$ cat config.mk
export PLATFORM = sky130hd
export DESIGN_NAME = kbd_key_fifo
export DESIGN_NICKNAME = d
export VERILOG_FILES = /design/src/rtl/kbd_pkg.sv /design/src/rtl/ps2_ascii_rom.sv /design/src/rtl/kbd_key_fifo.sv
export SDC_FILE = /design/constraint.sdc
export NUM_CORES = 1
export LEC_CHECK = 0
export BUFFER_PORTS_ARGS = -buffer_cell sky130_fd_sc_hd__buf_4
export CORE_ASPECT_RATIO = 0.6
export CORE_MARGIN = 1.5
export CORE_UTILIZATION = 30
export DETAILED_ROUTE_END_ITERATION = 10
export PLACE_DENSITY = 0.49
export SLEW_MARGIN = 0
export SYNTH_ARGS = -nofsm -noshare
export SYNTH_HDL_FRONTEND = slang
export SYNTH_SLANG_ARGS = --single-unit
$ cat constraint.sdc
create_clock -name CLK_CPU -period 5.85 [get_ports CLK_CPU]
set_clock_uncertainty 0.2 [all_clocks]
set_input_delay 1.17 -clock CLK_CPU [delete_from_list [all_inputs] [get_ports CLK_CPU]]
set_output_delay 1.17 -clock CLK_CPU [all_outputs]
set_load 0.02 [all_outputs]
$ cat src/rtl/kbd_pkg.sv
// ============================================================================
// kbd_pkg : scancode constants, decoder states and ASCII codes for kbd_key_fifo
// Revision: 1.0
// ============================================================================
`default_nettype none

package kbd_pkg;

   localparam logic [7:0] SC_BREAK  = 8'hF0;
   localparam logic [7:0] SC_EXT    = 8'hE0;
   localparam logic [7:0] SC_LSHIFT = 8'h12;
   localparam logic [7:0] SC_RSHIFT = 8'h59;
   localparam logic [7:0] SC_CAPS   = 8'h58;

   typedef enum logic [1:0] {
      ST_IDLE    = 2'd0,
      ST_BRK     = 2'd1,
      ST_EXT     = 2'd2,
      ST_EXT_BRK = 2'd3
   } kbd_state_t;

   localparam logic [7:0] ASC_UP    = 8'h11;
   localparam logic [7:0] ASC_DOWN  = 8'h12;
   localparam logic [7:0] ASC_LEFT  = 8'h13;
   localparam logic [7:0] ASC_RIGHT = 8'h14;
   localparam logic [7:0] ASC_CR    = 8'h0D;
   localparam logic [7:0] ASC_BS    = 8'h08;
   localparam logic [7:0] ASC_ESC   = 8'h1B;
   localparam logic [7:0] ASC_SPACE = 8'h20;

   function automatic logic is_modifier(input logic [7:0] sc);
      return (sc == SC_LSHIFT) || (sc == SC_RSHIFT) || (sc == SC_CAPS);
   endfunction

endpackage

`default_nettype wire

$ cat src/rtl/ps2_ascii_rom.sv
// ============================================================================
// ps2_ascii_rom : combinational PS/2 set-2 make code to ASCII translation
// Revision: 1.0
// ============================================================================
`default_nettype none

module ps2_ascii_rom
   import kbd_pkg::*;
(
   input  logic [7:0] scancode,
   input  logic       extended,
   input  logic       shifted,
   input  logic       caps,
   output logic       mapped,
   output logic [7:0] ascii
);

   logic [7:0] lo;
   logic [7:0] hi;
   logic       letter;

   always_comb begin
      lo = 8'h00;
      hi = 8'h00;
      if (extended) begin
         case (scancode)
            8'h75:   lo = ASC_UP;
            8'h72:   lo = ASC_DOWN;
            8'h6B:   lo = ASC_LEFT;
            8'h74:   lo = ASC_RIGHT;
            default: lo = 8'h00;
         endcase
         hi = lo;
      end else begin
         case (scancode)
            8'h1C: lo = "a";   8'h32: lo = "b";   8'h21: lo = "c";
            8'h23: lo = "d";   8'h24: lo = "e";   8'h2B: lo = "f";
            8'h34: lo = "g";   8'h33: lo = "h";   8'h43: lo = "i";
            8'h3B: lo = "j";   8'h42: lo = "k";   8'h4B: lo = "l";
            8'h3A: lo = "m";   8'h31: lo = "n";   8'h44: lo = "o";
            8'h4D: lo = "p";   8'h15: lo = "q";   8'h2D: lo = "r";
            8'h1B: lo = "s";   8'h2C: lo = "t";   8'h3C: lo = "u";
            8'h2A: lo = "v";   8'h1D: lo = "w";   8'h22: lo = "x";
            8'h35: lo = "y";   8'h1A: lo = "z";
            8'h16: begin lo = "1";  hi = "!";  end
            8'h1E: begin lo = "2";  hi = "@";  end
            8'h26: begin lo = "3";  hi = "#";  end
            8'h25: begin lo = "4";  hi = "$";  end
            8'h2E: begin lo = "5";  hi = "%";  end
            8'h36: begin lo = "6";  hi = "^";  end
            8'h3D: begin lo = "7";  hi = "&";  end
            8'h3E: begin lo = "8";  hi = "*";  end
            8'h46: begin lo = "9";  hi = "(";  end
            8'h45: begin lo = "0";  hi = ")";  end
            8'h0E: begin lo = 8'h60; hi = "~";  end
            8'h4E: begin lo = "-";  hi = "_";  end
            8'h55: begin lo = "=";  hi = "+";  end
            8'h54: begin lo = "[";  hi = "{";  end
            8'h5B: begin lo = "]";  hi = "}";  end
            8'h5D: begin lo = "\\"; hi = "|";  end
            8'h4C: begin lo = ";";  hi = ":";  end
            8'h52: begin lo = "'";  hi = "\""; end
            8'h41: begin lo = ",";  hi = "<";  end
            8'h49: begin lo = ".";  hi = ">";  end
            8'h4A: begin lo = "/";  hi = "?";  end
            8'h29: begin lo = ASC_SPACE; hi = ASC_SPACE; end
            8'h5A: begin lo = ASC_CR;    hi = ASC_CR;    end
            8'h66: begin lo = ASC_BS;    hi = ASC_BS;    end
            8'h76: begin lo = ASC_ESC;   hi = ASC_ESC;   end
            default: ;
         endcase
      end
      // Letters carry only the lowercase code; caps only affects letters.
      letter = (lo >= "a") && (lo <= "z");
      if (letter)
         hi = lo - 8'h20;
      mapped = (lo != 8'h00);
      if (letter)
         ascii = (shifted ^ caps) ? hi : lo;
      else
         ascii = shifted ? hi : lo;
   end

endmodule

`default_nettype wire

$ cat src/rtl/kbd_key_fifo.sv
// ============================================================================
// kbd_key_fifo : PS/2 set-2 decoder with shift/caps handling and ASCII key FIFO
// Revision: 1.0
// ============================================================================
`default_nettype none

module kbd_key_fifo
   import kbd_pkg::*;
#(
   parameter int DEPTH = 8
)(
   input  logic                     CLK_CPU,
   input  logic                     resetn,
   input  logic [7:0]               scancode_in,
   input  logic                     scancode_valid,
   input  logic                     key_pop,
   input  logic                     clean_key_buffer,
   output logic [7:0]               pressed_key,
   output logic                     keyboard_valid,
   output logic [$clog2(DEPTH):0]   key_count,
   output logic                     overflow
);

   localparam int AW = $clog2(DEPTH);
   localparam int CW = AW + 1;
   localparam logic [CW-1:0] FULL_COUNT = CW'(DEPTH);
   localparam logic [AW-1:0] PTR_ONE    = AW'(1);

   kbd_state_t     state;
   logic           shift;
   logic           caps;
   logic [7:0]     mem [DEPTH];
   logic [AW-1:0]  wr_ptr;
   logic [AW-1:0]  rd_ptr;

   logic           rom_mapped;
   logic [7:0]     rom_ascii;
   logic           make_ctx;
   logic           push_req;
   logic           full;
   logic           do_pop;
   logic           do_push;

   ps2_ascii_rom u_rom (
      .scancode (scancode_in),
      .extended (state == ST_EXT),
      .shifted  (shift),
      .caps     (caps),
      .mapped   (rom_mapped),
      .ascii    (rom_ascii)
   );

   always_comb begin
      make_ctx = 1'b0;
      if (scancode_valid) begin
         case (state)
            ST_IDLE: make_ctx = (scancode_in != SC_BREAK) && (scancode_in != SC_EXT);
            ST_EXT:  make_ctx = (scancode_in != SC_BREAK);
            default: make_ctx = 1'b0;
         endcase
      end
      push_req = make_ctx && rom_mapped &&
                 !((state == ST_IDLE) && is_modifier(scancode_in));
      full     = (key_count == FULL_COUNT);
      do_pop   = key_pop && keyboard_valid;
      // A pop frees the slot the push lands in, so full does not block it.
      do_push  = push_req && (!full || do_pop);
   end

   always_ff @(posedge CLK_CPU or negedge resetn) begin
      if (!resetn) begin
         state <= ST_IDLE;
         shift <= 1'b0;
         caps  <= 1'b0;
      end else if (scancode_valid) begin
         case (state)
            ST_IDLE: begin
               if (scancode_in == SC_BREAK)
                  state <= ST_BRK;
               else if (scancode_in == SC_EXT)
                  state <= ST_EXT;
               else begin
                  if (scancode_in == SC_LSHIFT || scancode_in == SC_RSHIFT)
                     shift <= 1'b1;
                  if (scancode_in == SC_CAPS)
                     caps <= ~caps;
               end
            end
            ST_BRK: begin
               if (scancode_in == SC_LSHIFT || scancode_in == SC_RSHIFT)
                  shift <= 1'b0;
               state <= ST_IDLE;
            end
            ST_EXT:     state <= (scancode_in == SC_BREAK) ? ST_EXT_BRK : ST_IDLE;
            ST_EXT_BRK: state <= ST_IDLE;
            default:    state <= ST_IDLE;
         endcase
      end
   end

   always_ff @(posedge CLK_CPU or negedge resetn) begin
      if (!resetn) begin
         wr_ptr         <= '0;
         rd_ptr         <= '0;
         key_count      <= '0;
         overflow       <= 1'b0;
         keyboard_valid <= 1'b0;
      end else if (clean_key_buffer) begin
         wr_ptr         <= '0;
         rd_ptr         <= '0;
         key_count      <= '0;
         overflow       <= 1'b0;
         keyboard_valid <= 1'b0;
      end else begin
         if (do_push)
            wr_ptr <= wr_ptr + PTR_ONE;
         if (do_pop)
            rd_ptr <= rd_ptr + PTR_ONE;
         case ({do_push, do_pop})
            2'b10: begin
               key_count      <= key_count + CW'(1);
               keyboard_valid <= 1'b1;
            end
            2'b01: begin
               key_count      <= key_count - CW'(1);
               keyboard_valid <= (key_count != CW'(1));
            end
            default: ;
         endcase
         if (push_req && full && !do_pop)
            overflow <= 1'b1;
      end
   end

   always_ff @(posedge CLK_CPU) begin
      if (do_push && !clean_key_buffer)
         mem[wr_ptr] <= rom_ascii;
   end

   assign pressed_key = keyboard_valid ? mem[rd_ptr] : 8'h00;

endmodule

`default_nettype wire

==> summary.txt <==
Outcome: complete, no violations
Pwr dens: 256.9 mW/mm2
CP Launch Point: scancode_in[2]
Peak VDD IR: 146.7 uV
RSZ-0062 raised after global routing: false
Post-route clock period utilization: 0.8368
CP max stage cell: nor4b_1
Initial antenna violation count: 0
Crit Path Max Fanout: 45
Die area: 0.01891 mm2
# DRC: 0
Number of synthesis warnings: 0
Drt via density: 5.794
Crit Path Category: in -> reg
Critical Path AT: 4.75 ns
Most Frequent Cell on Critical Path: a21oi_1
Count of buffers from port buffering: 26
EDFF count, synth: 64
Core Box Area: 0.01741 mm2
Num Clock Sinks: 80
Mapped Cells: 498
Fin util: 0.3501
Rel. slew slack: 0.1997
DRT iter0 DRCs: 613
Fin. max-slew vios: 0
Commonest non-fill, non-tap cell in the layout: edfxtp_1
Drt first pass iters: 5
TritonCTS clock tree: done
Max-cap viol count: 0
Leak: 2.055 nW
CP Capture Type: register
FF-to-FF path depth: 7
Fmax: 204.3 MHz
# rows: 37
Ys async rst share: 0.2000
Final setup violation count: 0
Share of cells above drive strength 1: 0.2088
Top Ports: 27
Synth unique cells: 85
Worst R2R Setup Slack: 2.66 ns
Register area share after synthesis: 0.4283
Clk_lat worst skew: 0.33 ns
# diodes: 0
Post-cts sizing count: 0
Crit-path cells: buf_4 > nor4b_1 > o21ai_0 > a21oi_1 > nor4_1 > nand4_1 > a21oi_1 > o21ai_1 > mux2_2 > a21oi_1
Cell Area, Placed: 0.005769 mm2
FF-to-FF Start: state[0]$_DFFE_PN0P_
Fill cells: 1769
CTS max path bufs: 2
Clock Pin Slew Worst Setup and Hold Paths: 0.06 ns
Total track usage: 0.1780
Setup bufs post-CTS: 0
Most frequent cells in the layout: 64 x edfxtp_1, 45 x buf_4, 32 x nand2_1, 26 x nor2b_1
Global-route wire length before repair: 25140 um
Final hold viol count: 0
Chip width: 176.6 um
Inserted Clock Buffers: 9
Estimated wirelength of the detail-placed design: 11710 um
Largest net degree at the start of global routing: 46
Initial Util: 0.3115
Final antenna-violating net count: 0
Routed wire length: 16320 um
Area added between synthesis and finish: 12.39%
H-tree levels: 3
Wirelength per Cell: 21.58 um
Routability congestion estimate: 0.9924
Vias: 4380
Total gr overflow: 0
Hold Path Class: reg -> reg
Fin nets: 536
Critical Path RT: 5.71 ns
Clock Tree Root: clkbuf_16
Die height: 107.1 um
CP max stage delay: 1.00 ns
Worst-Margin Slew: 1.184 ns
Yosys reg bits: 80
Syn Std Cell Area: 0.005421 mm2
Final instance area: 0.006093 mm2
Setup TNS: 0 ns
Vias in the first global route: 4132
CP Launch Type: input pin
Main synth FF type: edfxtp_1
Final Hold Slack: 0.3031 ns
Avg Inst Size Synth: 10.89 um2
Crit path capture: mem[2][2]$_DFFE_PP_
Period minus WS final: 4.895 ns
CTS Hold Bufs: 0
Worst reg2reg endpoint: mem[2][2]$_DFFE_PP_
logic make-up after synthesis:
kind of cell / count (synthesis) / share of synthesized area
adders and majority gates: 6 / 0.01385
other: 1 / 0.0006917
and+or+nand+nor: 205 / 0.2315
AOI/OAI and AO/OA: 115 / 0.1500
buffers and inverters: 52 / 0.06716
muxes: 32 / 0.09716
DFF: 80 / 0.4283
xor gates and xnor gates: 7 / 0.01131
cells in the mapped netlist (3+ instances only):
cell type	instances	share of area
a211oi_1	3	0.0042
a21oi_1	25	0.023
a22oi_1	3	0.0042
a31oi_1	5	0.0058
a32oi_1	5	0.0081
a41oi_1	3	0.0048
and3b_1	4	0.0065
and4b_1	3	0.0055
buf_2	12	0.011
buf_4	4	0.0055
buf_6	16	0.033
clkbuf_1	7	0.0048
dfrtp_1	16	0.074
edfxtp_1	64	0.35
ha_1	6	0.014
inv_1	8	0.0055
mux2_2	3	0.0062
mux2i_1	11	0.020
mux4_2	16	0.066
nand2_1	32	0.022
nand2b_1	13	0.015
nand3_1	12	0.011
nand4_1	12	0.014
nor2_1	25	0.017
nor2b_1	26	0.030
nor3_1	16	0.015
nor3b_1	7	0.0097
nor4_1	7	0.0081
nor4b_1	9	0.015
nor4bb_1	7	0.013
o2111ai_1	3	0.0048
o211ai_1	5	0.0069
o21ai_0	23	0.021
o22ai_1	6	0.0069
o31ai_1	3	0.0042
o32ai_1	4	0.0065
or4b_2	3	0.0055
xnor2_1	3	0.0048
xor2_1	4	0.0065
flip-flops by register name, indices dropped and copies added (netlist names):
| register | flops |
|---|---|
| caps | 1 |
| key_count | 4 |
| keyboard_valid | 1 |
| mem | 64 |
| overflow | 1 |
| rd_ptr | 3 |
| shift | 1 |
| state | 2 |
| wr_ptr | 3 |
per-stage QoR:
| stage | cells | total power [W] | setup WS [ns] |
|---|---|---|---|
| 2_1_floorplan | 505 | 0.0008889 | 1.112 |
| 6_report | 756 | 0.001565 | 0.9546 |
| 3_3_place_gp | 740 | 0.0009758 | 0.6526 |
| 5_1_grt | 756 | 0.001633 | 0.5842 |
| 3_5_place_dp | 740 | 0.0009730 | 0.7292 |
| 4_1_cts | 756 | 0.001577 | 1.055 |
how the worst min path moves through the flow:
stage	start	to	slack [ns]	depth (start not counted)
global placement	caps$_DFFE_PN0P_	caps$_DFFE_PN0P_	0.31	1
floorplan	caps$_DFFE_PN0P_	caps$_DFFE_PN0P_	0.23	1
finish	caps$_DFFE_PN0P_	caps$_DFFE_PN0P_	0.30	1
CTS	caps$_DFFE_PN0P_	caps$_DFFE_PN0P_	0.31	1
global route	caps$_DFFE_PN0P_	caps$_DFFE_PN0P_	0.34	1
detailed placement	caps$_DFFE_PN0P_	caps$_DFFE_PN0P_	0.29	1
worst max-delay path: cells and delay by family:
family | cells | cell delay, ns
AND/OR/NAND/NOR | 3 | 1.34
buffers and inverters | 1 | 0.37
AO/OA/AOI/OAI | 5 | 1.46
multiplexers | 1 | 0.38
per-layer routing:
metal	GRT usage	wire (um)	vias up
met3	0.06525	1911	20
met4	0.03027	134	0
li1	-	-	1986
met5	0	0	-
met2	0.2263	6138	232
met1	0.2792	8133	2142
final cells by class:
class / instances / area (um2) / share of cell area
clock buffer: 11 / 242.7 / 0.03984
clock inverter: 5 / 81.33 / 0.01335
inverter: 8 / 30.03 / 0.004928
multi-input combinational: 373 / 2786 / 0.4573
sequential: 80 / 2322 / 0.3811
tap: 234 / 292.8 / 0.04805
timing repair buffer: 45 / 337.8 / 0.05544
report_power, final:
part / internal [W] / total [W] / switching, W
Clock: 0.000385 / 0.000598 / 0.000213
Sequential: 0.000644 / 0.000678 / 0.0000340
Combinational: 0.000115 / 0.000290 / 0.000175
No activity file was read; power rests on OpenSTA's default activity.
